`src/rtl/fft_frame_sequencer.sv`:
```
// fft_frame_sequencer: feeds one frame of FIFO samples into a streaming FFT core
// and turns the core's output frames into an indexed, registered word stream.
//
// Ports:
//   clk, reset       clock; asynchronous active-high reset
//   run              level enable for starting new input frames
//   fifo_level       words available upstream; a frame starts only when a full frame is present
//   fifo_rd_en       FIFO pop, high for FRAME_CYCLES consecutive cycles per frame
//   fifo_rd_data     {odd[15:0], even[15:0]} signed samples, valid the cycle after a pop
//   next             one-cycle frame-start pulse to the core
//   X0..X3           core inputs (X0/X2 real even/odd, X1/X3 imaginary = 0)
//   next_out         core output-frame-start pulse
//   Y0..Y3           core outputs (bin 2k re/im, bin 2k+1 re/im)
//   out_valid        output word valid
//   out_bin          even bin index of the current word
//   out_re0..out_im1 registered copies of Y0..Y3
//   busy             input state machine outside IDLE
//   err_overlap      sticky: new output frame arrived before the previous finished
//   err_timeout      sticky: core output frame did not follow a start in time
//   frames_done      count of fully streamed output frames (wraps)
//
// Optional feature: define FFT_SEQ_TIMEOUT_EN to enable the next->next_out timeout
// watchdog; without it err_timeout is tied low.
module fft_frame_sequencer #(
  parameter int unsigned FRAME_CYCLES   = 512,
  parameter int unsigned GAP_CYCLES     = 512,
  parameter int unsigned TIMEOUT_CYCLES = 4096
) (
  input  logic        clk,
  input  logic        reset,
  input  logic        run,
  input  logic [10:0] fifo_level,
  output logic        fifo_rd_en,
  input  logic [31:0] fifo_rd_data,
  output logic        next,
  output logic [31:0] X0,
  output logic [31:0] X1,
  output logic [31:0] X2,
  output logic [31:0] X3,
  input  logic        next_out,
  input  logic [31:0] Y0,
  input  logic [31:0] Y1,
  input  logic [31:0] Y2,
  input  logic [31:0] Y3,
  output logic        out_valid,
  output logic [9:0]  out_bin,
  output logic [31:0] out_re0,
  output logic [31:0] out_im0,
  output logic [31:0] out_re1,
  output logic [31:0] out_im1,
  output logic        busy,
  output logic        err_overlap,
  output logic        err_timeout,
  output logic [15:0] frames_done
);

  localparam int unsigned SPAN   = (FRAME_CYCLES > GAP_CYCLES) ? FRAME_CYCLES : GAP_CYCLES;
  localparam int unsigned CNT_W  = $clog2(SPAN + 1);
  localparam int unsigned OCNT_W = $clog2(FRAME_CYCLES + 1);

  // Parameter sanity: out_bin is 10 bits and counters assume non-zero lengths
  if (FRAME_CYCLES == 0 || FRAME_CYCLES > 512) begin : g_bad_frame
    $error("FRAME_CYCLES must be in 1..512");
  end
  if (GAP_CYCLES == 0) begin : g_bad_gap
    $error("GAP_CYCLES must be non-zero");
  end
  if (TIMEOUT_CYCLES == 0) begin : g_bad_timeout
    $error("TIMEOUT_CYCLES must be non-zero");
  end

  typedef enum logic [1:0] {IN_IDLE, IN_LOAD, IN_GAP} in_state_t;
  typedef enum logic       {OUT_WAIT, OUT_STREAM}     out_state_t;

  // ---------------- input side ----------------
  in_state_t        in_state, in_state_d;
  logic [CNT_W-1:0] in_cnt, in_cnt_d;   // cycles elapsed since the frame's next pulse
  logic             next_d, rd_en_d;
  logic             rd_valid;           // fifo_rd_data holds a popped word this cycle
  logic             start_ok, last_rd, gap_done, frame_end;

  always_ff @(posedge clk or posedge reset) begin
    if (reset) begin
      in_state   <= IN_IDLE;
      in_cnt     <= '0;
      next       <= 1'b0;
      fifo_rd_en <= 1'b0;
      rd_valid   <= 1'b0;
      busy       <= 1'b0;
    end else begin
      in_state   <= in_state_d;
      in_cnt     <= in_cnt_d;
      next       <= next_d;
      fifo_rd_en <= rd_en_d;
      rd_valid   <= fifo_rd_en;
      busy       <= (in_state_d != IN_IDLE);
    end
  end

  // Next-state logic. A new frame may launch straight from LOAD/GAP on the cycle the
  // gap elapses so that back-to-back frames are exactly GAP_CYCLES apart.
  always_comb begin
    in_state_d = in_state;
    in_cnt_d   = in_cnt + CNT_W'(1);
    next_d     = 1'b0;
    rd_en_d    = 1'b0;
    start_ok   = run && (fifo_level >= 11'(FRAME_CYCLES));
    last_rd    = (in_cnt == CNT_W'(FRAME_CYCLES - 1));
    gap_done   = (in_cnt >= CNT_W'(GAP_CYCLES - 1));
    frame_end  = 1'b0;

    case (in_state)
      IN_IDLE: begin
        in_cnt_d = '0;
        if (start_ok) begin
          in_state_d = IN_LOAD;
          next_d     = 1'b1;
          rd_en_d    = 1'b1;
        end
      end
      IN_LOAD: begin
        rd_en_d = !last_rd;
        if (last_rd) begin
          if (gap_done) frame_end = 1'b1;
          else          in_state_d = IN_GAP;
        end
      end
      IN_GAP: begin
        if (gap_done) frame_end = 1'b1;
      end
      default: in_state_d = IN_IDLE;
    endcase

    if (frame_end) begin
      in_cnt_d = '0;
      if (start_ok) begin
        in_state_d = IN_LOAD;
        next_d     = 1'b1;
        rd_en_d    = 1'b1;
      end else begin
        in_state_d = IN_IDLE;
      end
    end
  end

  // Core inputs follow the FIFO read data directly (it only arrives the cycle after the pop)
  assign X0 = rd_valid ? {{16{fifo_rd_data[15]}}, fifo_rd_data[15:0]}  : 32'h0;
  assign X2 = rd_valid ? {{16{fifo_rd_data[31]}}, fifo_rd_data[31:16]} : 32'h0;
  assign X1 = 32'h0;
  assign X3 = 32'h0;

  // ---------------- output side ----------------
  out_state_t        out_state, out_state_d;
  logic [OCNT_W-1:0] wcnt, wcnt_d;      // index of the word sampled this cycle
  logic              out_valid_d, capture, word_last, frame_inc, overlap_set;
  logic [9:0]        out_bin_d;

  always_ff @(posedge clk or posedge reset) begin
    if (reset) begin
      out_state   <= OUT_WAIT;
      wcnt        <= '0;
      out_valid   <= 1'b0;
      out_bin     <= '0;
      out_re0     <= '0;
      out_im0     <= '0;
      out_re1     <= '0;
      out_im1     <= '0;
      frames_done <= '0;
      err_overlap <= 1'b0;
    end else begin
      out_state <= out_state_d;
      wcnt      <= wcnt_d;
      out_valid <= out_valid_d;
      out_bin   <= out_bin_d;
      if (capture) begin
        out_re0 <= Y0;
        out_im0 <= Y1;
        out_re1 <= Y2;
        out_im1 <= Y3;
      end
      if (frame_inc)   frames_done <= frames_done + 16'd1;
      if (overlap_set) err_overlap <= 1'b1;
    end
  end

  // A next_out on the final sample lets the old frame finish; any earlier one truncates it.
  always_comb begin
    out_state_d = out_state;
    wcnt_d      = wcnt;
    out_valid_d = 1'b0;
    out_bin_d   = out_bin;
    capture     = 1'b0;
    frame_inc   = 1'b0;
    overlap_set = 1'b0;
    word_last   = (wcnt == OCNT_W'(FRAME_CYCLES - 1));

    case (out_state)
      OUT_WAIT: begin
        if (next_out) begin
          out_state_d = OUT_STREAM;
          wcnt_d      = '0;
        end
      end
      OUT_STREAM: begin
        out_valid_d = 1'b1;
        capture     = 1'b1;
        out_bin_d   = 10'({wcnt, 1'b0});
        wcnt_d      = wcnt + OCNT_W'(1);
        if (word_last) begin
          frame_inc = 1'b1;
          if (next_out) wcnt_d = '0;
          else          out_state_d = OUT_WAIT;
        end else if (next_out) begin
          overlap_set = 1'b1;
          wcnt_d      = '0;
        end
      end
      default: out_state_d = OUT_WAIT;
    endcase
  end

  // ---------------- optional next->next_out watchdog ----------------
`ifdef FFT_SEQ_TIMEOUT_EN
  localparam int unsigned TMO_W = $clog2(TIMEOUT_CYCLES + 1);

  logic [TMO_W-1:0] tmo_cnt;
  logic             tmo_armed;

  always_ff @(posedge clk or posedge reset) begin
    if (reset) begin
      tmo_cnt     <= '0;
      tmo_armed   <= 1'b0;
      err_timeout <= 1'b0;
    end else if (next) begin
      tmo_armed <= 1'b1;
      tmo_cnt   <= '0;
    end else if (next_out) begin
      tmo_armed <= 1'b0;
    end else if (tmo_armed) begin
      if (tmo_cnt == TMO_W'(TIMEOUT_CYCLES - 1)) begin
        err_timeout <= 1'b1;
        tmo_armed   <= 1'b0;
      end else begin
        tmo_cnt <= tmo_cnt + TMO_W'(1);
      end
    end
  end
`else
  assign err_timeout = 1'b0;
`endif

endmodule

```
`config.mk`:
```
export PLATFORM = sky130hd
export DESIGN_NAME = fft_frame_sequencer
export DESIGN_NICKNAME = d
export VERILOG_FILES = /design/src/rtl/fft_frame_sequencer.sv
export SDC_FILE = /design/constraint.sdc
export NUM_CORES = 1
export LEC_CHECK = 0
export BUFFER_PORTS_ARGS = -buffer_cell sky130_fd_sc_hd__buf_2
export CORE_AREA = 2 2 178 180
export CTS_BUF_LIST = sky130_fd_sc_hd__clkbuf_4 sky130_fd_sc_hd__clkbuf_8
export DETAILED_ROUTE_END_ITERATION = 10
export DIE_AREA = 0 0 180 182
export GPL_ROUTABILITY_DRIVEN = 0
export GPL_TIMING_DRIVEN = 0
export HOLD_SLACK_MARGIN = 0.06
export PLACE_DENSITY_LB_ADDON = 0.25
export SYNTH_ARGS = -nofsm -noshare
export SYNTH_HDL_FRONTEND = slang
export SYNTH_SLANG_ARGS = --single-unit
export TNS_END_PERCENT = 20
```
`constraint.sdc`:
```
create_clock -name clk -period 12.32 [get_ports clk]
set_input_delay 1.232 -clock clk [delete_from_list [all_inputs] [get_ports clk]]
set_output_delay 1.232 -clock clk [all_outputs]
set_load 0.05 [all_outputs]
```
---- Yosys cells after proc, flatten, opt, wreduce, memory -nomap -nowiden ----
Cells that the tools add are included.
operators by class
  magnitude comparators ................... 2
  reduce and logical (&&, ||, !) cells .... 4
  $add $sub $neg .......................... 3
  multiplexer cells ....................... 31
  equal/unequal tests ..................... 5
  bitwise logic cells ..................... 1
operator list
  kind                                                                      number
  32-bit two-way mux                                                        2
  10-bit two-way mux                                                        4
  10-bit by 1-bit adder with 10-bit output (second input constant)          2
  10-bit by 9-bit equality test with 1-bit output (second input constant)   2
  10-bit case mux with 2 select lines                                       1
  16-bit by 1-bit adder with 16-bit output (second input constant)          1
  1-bit two-way mux                                                         16
  11-bit by 10-bit >= comparator with 1-bit output (second input constant)  1
  10-bit by 9-bit >= comparator with 1-bit output (second input constant)   1
  2-bit two-way mux                                                         4
  1-bit case mux with 2 select lines                                        3
  2-bit case mux with 3 select lines                                        1
  2-bit by 1-bit equality test with 1-bit output (second input constant)    1
  2-bit equality test (second input constant)                               1
  2-bit zero test                                                           1
  2-bit inequality test (second input constant)                             1
  2-bit nonzero test                                                        1
  1-bit logical AND                                                         1
  1-bit zero test                                                           1
  1-bit NOT                                                                 1
storage, ports and cells
  output and inout bits ................... 288
  bits of input ports ..................... 175
  logic and storage cells ................. 62
  bits in registers ....................... 182

---- Longest topological paths before layout ----
Gate-level depths: netlist of the first run.
  depth in word-level cells ............... 6
  depth in mapped cells ................... 7
  gate-level depth less buffers ........... 6

---- Worst setup path before layout of the first run ----
OpenSTA, ideal clock, no wires.
  path kind ............................... input-to-output
  from .................................... in fifo_rd_data[15]
  to ...................................... out X0[16]
  stages .................................. 2
  required time ........................... 11,088 ps
  data arrival time ....................... 2,238 ps
  buffers on the path ..................... 1
  slack ................................... 8,850 ps
  path through ............................ and2_1 -> buf_4
between the ends
  word-level cells in the longest chain between the ends .. 1
RTL lines
  what                RTL line  text
  from (decl)         34        input logic [31:0] fifo_rd_data,
  32-bit two-way mux  147       assign X0 = rd_valid ? {{16{fifo_rd_data[15]}}, fifo_rd_data[15:0]} : 32'h0;
  to (decl)           36        output logic [31:0] X0,
Every way passes these cells.

---- Final worst setup path of the first run ----
Ends and elaborated chain as after synthesis.

==> results of run 1 <==
-- layer usage --
layer | global-route usage | wire, microns | vias up
met5 | 0 | 0 | -
met4 | 0.0550 | 522 | 0
met3 | 0.0361 | 1470 | 33
met2 | 0.270 | 13200 | 259
met1 | 0.158 | 8900 | 2841
li1 | - | - | 2836
-- critical path, cell delays in order --
cell and delay, ns:
buf_2 0.07, and2_1 0.45, buf_4 0.22, buf_2 0.26
-- cells by family after synthesis --
group / count (synthesis) / synth area share
XOR/XNOR: 30 / 0.0325
AO/OA/AOI/OAI: 16 / 0.0130
buffers and inverters: 126 / 0.106
AND/OR/NAND/NOR: 109 / 0.0805
other: 1 / 0.000463
multiplexers: 139 / 0.193
adder cells (fa/ha/maj): 8 / 0.0124
flip-flops: 182 / 0.563
-- power breakdown --
group          switching (mW)  internal [mW]
logic                   0.480          0.178
registers              0.0252          0.636
clock network           0.221          0.193
-- layout make-up --
class                   count  area [sq um]
diodes                      2          5.00
plain buffers             121           836
clock buffers              20           269
clock inverters            11           128
fillers                  3131         19800
inverters                   5          26.3
multi-input cells         368          2930
flip-flops and latches    182          4550
well taps                 402           503
repair buffers            388          1960
-- sequential cells by signal, summed over array words and instances, names as in the netlist --
| register | cells |
|---|---|
| fifo_rd_en | 1 |
| next | 1 |
| wcnt | 10 |
| in_state | 2 |
| in_cnt | 10 |
| busy | 1 |
| err_overlap | 1 |
| out_bin | 9 |
| out_re0 | 32 |
| out_im1 | 32 |
| rd_valid | 1 |
| out_im0 | 32 |
| out_state | 1 |
| frames_done | 16 |
| out_re1 | 32 |
| out_valid | 1 |
-- stage by stage --
stage / setup WS, ns / power [mW] / area, sq um
6_report: 8.84 / 1.73 / 11200
3_3_place_gp: 3.60 / 1.33 / 10800
2_1_floorplan: 6.14 / 1.19 / 8340
4_1_cts: 8.81 / 1.76 / 11200
5_1_grt: 8.71 / 1.82 / 11200
3_5_place_dp: 8.81 / 1.34 / 10800
-- path summary, 6_finish.rpt --
check                                    start                       to  slack (ns)  depth (start not counted)
setup / recovery              fifo_rd_data[15]                   X0[16]        8.84                          4
hold / removal             out_state$_DFF_PP0_      out_valid$_DFF_PP0_        0.38                          0
setup reg to reg           out_state$_DFF_PP0_   out_im1[6]$_DFFE_PP0P_       10.25                          4
hold reg to reg            out_state$_DFF_PP0_      out_valid$_DFF_PP0_        0.38                          0
max in group asynchronous                reset   out_bin[7]$_DFFE_PP0P_       10.58                          3
min in group asynchronous                reset  out_im0[27]$_DFFE_PP0P_        0.80                          2
-- synth_stat cells, drive strengths merged --
cell,n
a21o,1
a21oi,3
a22o,1
a2bb2oi,1
a31o,1
a31oi,1
and2,36
and3,5
and4,3
buf,115
clkbuf,6
conb,1
dfrtp,182
ha,8
inv,5
mux2,138
mux2i,1
nand2,11
nand2b,1
nand3,8
nand3b,1
nand4,10
nand4b,1
nor2,22
nor2b,1
nor3,2
nor4,3
o21a,1
o21ai,4
o21bai,1
o22ai,1
o31ai,1
or2,1
or3,2
or4,2
xnor2,17
xor2,13
==> metrics.txt, run 1 <==
WL per Instance=16.0 microns; Slew headroom=0.562; number of global-route vias before repair=5880; crit-path max FO=17; fin cells=1499; f_max=288 MHz; CP endpoint kind=primary output; post-synth cell types=43; hold crit path type=register to register; die area=0.0328 sq mm; port bufs=387; maxcap violations=0; Clock Path Buffers=2; post_cts resized=0; synth top area cells=dfrtp_1, mux2_2, buf_4; yosys warns=0; DR DRC count=0; top cell type's share of synthesized area=0.563; CTS buffer count=17; Yosys reg bits=182; CTS Sinks=182; Max IR drop VDD=0.0000568 V; DR vias=5969; Final TNS setup=0 ns; DP HPWL=19100 microns; Die Height=182 microns; Die X=180 microns; GRT Residual Overflow=0; Mean Syn Cell Area=13.3 sq um; commonest non-fill, non-tap cell in the layout=buf_2; CP startpoint kind=input pin; TritonCTS clock tree=built; leakage power=5.82 nW; Syn Std Cell Area=0.00810 sq mm; unrepaired setup endpoints after global routing=no; status=completed; hold_ws=0.381 ns; Crit Path Class=input pin to primary output; Final #Nets=1266; CTS clk-pin slew, worst paths=0.09 ns; Clock Latency Late Sink=0.47 ns; all-layer global routing usage=0.145; Inst Count DP=1466; setup violators final=0; data required time of the worst path=11.09 ns; total core area=0.0310 sq mm; Worst-Margin Slew=0.658 ns; fin util=0.362; Std-Cell Rows=65; Synth area leader=dfrtp_1; part of the Yosys area used for sequential elements=0.563; Final Slew Violations=0; fraction of layout cells with a size suffix above 1=0.616; initial antenna violation count=7; Detail Route Antenna Nets=0; layout overhead on the synthesized area=38.5%; min Tclk post-route=3.48 ns; Final Hold Fails=0; routed wire length=24100 microns; Synth Instances=611; vias per cell=3.98; first-pass GRT wire length=36000 microns; Worst Skew=0.0134 ns; clk root buf=clkbuf_8; Initial Util=0.261; Post-CTS Setup Repair Bufs=0; P per Cell Area=154 mW/mm^2; 1st-iter DRT viols=194; Hold Buf Count CTS=0; WP data arrival=2.24 ns; Final Cycle Share=0.282; DRT Pass-1 Iters=4; most frequent cells in the layout=buf_2, dfrtp_1, mux2_2, buf_4, conb_1; Top Ports=463; largest net degree at the start of global routing=106; H-tree levels=4
No activity file was read; power rests on OpenSTA's default activity.
==> run 2: changes to the inputs <==
==> constraint.sdc (replaced) <==
create_clock -name clk -period 3.5 [get_ports clk]
set_input_delay 0.35 -clock clk [delete_from_list [all_inputs] [get_ports clk]]
set_output_delay 0.35 -clock clk [all_outputs]
set_load 0.05 [all_outputs]
==> run 2 against run 1 <==
Sequential power rose to 3.5 times the previous value. Count of clock-buffer cells in the layout rose by 1. Combinational power rose to 3.5 times the previous value. Design area rose by 1.1%. Total power rose to 3.5 times the previous value. Utilization rose by 0.41 points. Die area did not move. Sequential cell count did not move. Global-route usage fell by 0.35 points. Critical path type is now register to primary output. Highest routed layer unchanged.
==> metrics.txt, run 2 (synthesis gave the netlist of run 1 again) <==
status=completed; most frequent cells in the layout=buf_2, dfrtp_1, mux2_2, buf_4, conb_1; hold crit path type=input pin to register; die area=0.0328 sq mm; crit-path max FO=17; Crit Path Class=register to primary output; TritonCTS clock tree=built; WP data arrival=1.90 ns; Final Slew Violations=0; data required time of the worst path=3.15 ns; DRT Pass-1 Iters=4; unrepaired setup endpoints after global routing=no; f_max=444 MHz; worst r2r path cells=4; largest net degree at the start of global routing=41; Clock Latency Late Sink=0.47 ns; routed wire length=23600 microns; Final Cycle Share=0.644; WHS Endpoint=out_re1[23]$_DFFE_PP0P_; Max stage delay on crit path=0.55 ns; Post-CTS Setup Repair Bufs=0; # diodes=0; critical path cell sequence=and2_1 -> buf_4 -> buf_2; Worst Skew=0.0173 ns; setup violators final=0; leakage power=5.89 nW; reg2reg setup slack=1.31 ns; Max IR drop VDD=0.000212 V; fillers=3134; GRT Residual Overflow=0; fin util=0.366; initial antenna violation count=1; hold_ws=0.103 ns; worst r2r src=out_state$_DFF_PP0_; layout overhead on the synthesized area=40.1%; H-tree levels=4; Clock Path Buffers=2; CTS buffer count=17; Worst-Margin Slew=0.762 ns; total core area=0.0310 sq mm; vias per cell=3.94; number of global-route vias before repair=5941; Final #Nets=1276; DR DRC count=0; DR vias=5936; Final Hold Fails=0; maxcap violations=0; commonest non-fill, non-tap cell in the layout=buf_2; port bufs=387; R2R Path End=out_bin[2]$_DFFE_PP0P_; Slew headroom=0.492; first-pass GRT wire length=35500 microns; post_cts resized=0; Initial Util=0.261; min Tclk post-route=2.25 ns; Die Height=182 microns; CP endpoint kind=primary output; 1st-iter DRT viols=112; all-layer global routing usage=0.142; CP startpoint kind=register; P per Cell Area=538 mW/mm^2; Hold Crit Start=Y2[23]; Die X=180 microns; WL per Instance=15.7 microns; Detail Route Antenna Nets=0; Hold Crit Depth=2; CTS clk-pin slew, worst paths=0.10 ns; crit path max-delay cell type=and2_1; DP HPWL=19100 microns; clk root buf=clkbuf_8; Std-Cell Rows=65; CTS Sinks=182; fraction of layout cells with a size suffix above 1=0.614; Top Ports=463
-- run 2: what timing repair did --
| item | 4_1_cts | 5_1_grt |
|---|---|---|
| endpoints found under the setup margin | 0 | 0 |
| endpoints found under the hold margin | 27 | 1 |
| hold buffers | 5 | 1 |
-- run 2: worst max path at each step --
stage	startpoint	endpoint	slack, ns	cells after the start
6_report	rd_valid$_DFF_PP0_	X0[19]	1.25	3
3_3_place_gp	reset	out_im1[29]$_DFFE_PP0P_	-0.58	2
4_1_cts	rd_valid$_DFF_PP0_	X0[18]	1.15	3
5_1_grt	rd_valid$_DFF_PP0_	X0[19]	1.06	3
3_5_place_dp	out_state$_DFF_PP0_	out_bin[2]$_DFFE_PP0P_	1.16	4
2_1_floorplan	reset	busy$_DFF_PP0_	0.81	1
-- run 2: cell type report --
cell class / count / area [sq um] / area share
Clock buffer: 21 / 283 / 0.0249
Multi-Input combinational cell: 368 / 2930 / 0.258
Buffer: 121 / 836 / 0.0737
Inverter: 5 / 22.5 / 0.00199
Tap cell: 402 / 503 / 0.0443
Sequential cell: 182 / 4550 / 0.401
Timing Repair Buffer: 398 / 2100 / 0.186
Clock inverter: 11 / 110 / 0.00971
-- run 2: stage by stage --
stage | worst slack (ns) | setup TNS, ns | area [sq um] | std cells | total power [mW]
2_1_floorplan | 0.813 | 0 | 8340 | 676 | 4.17
3_3_place_gp | -0.576 | -101.04 | 10800 | 1465 | 4.69
3_5_place_dp | 1.16 | 0 | 10900 | 1470 | 4.72
4_1_cts | 1.15 | 0 | 11300 | 1507 | 6.20
5_1_grt | 1.06 | 0 | 11300 | 1508 | 6.41
6_report | 1.25 | 0 | 11300 | 1508 | 6.10
-- run 2: worst max-delay path, delay by kind of cell (launching register included) --
| family | cells | cell delay (ns) |
|---|---|---|
| buffers and inverters | 2 | 0.46 |
| flip-flops | 1 | 0.44 |
| AND/OR/NAND/NOR | 1 | 0.55 |
-- run 2: layer usage --
layer  share of wire  vias up  global-route usage
met5               0        -                   0
met4           0.017        0              0.0449
met3           0.058       23              0.0343
met2            0.54      242               0.261
met1            0.39     2807               0.161
li1                -     2864                   -
-- run 2: report_power, final --
part / leakage, nW / total [mW] / switching (mW) / internal (mW)
Combinational: 3.49 / 2.33 / 1.69 / 0.639
Sequential: 2.20 / 2.33 / 0.0892 / 2.24
Clock: 0.206 / 1.45 / 0.804 / 0.643
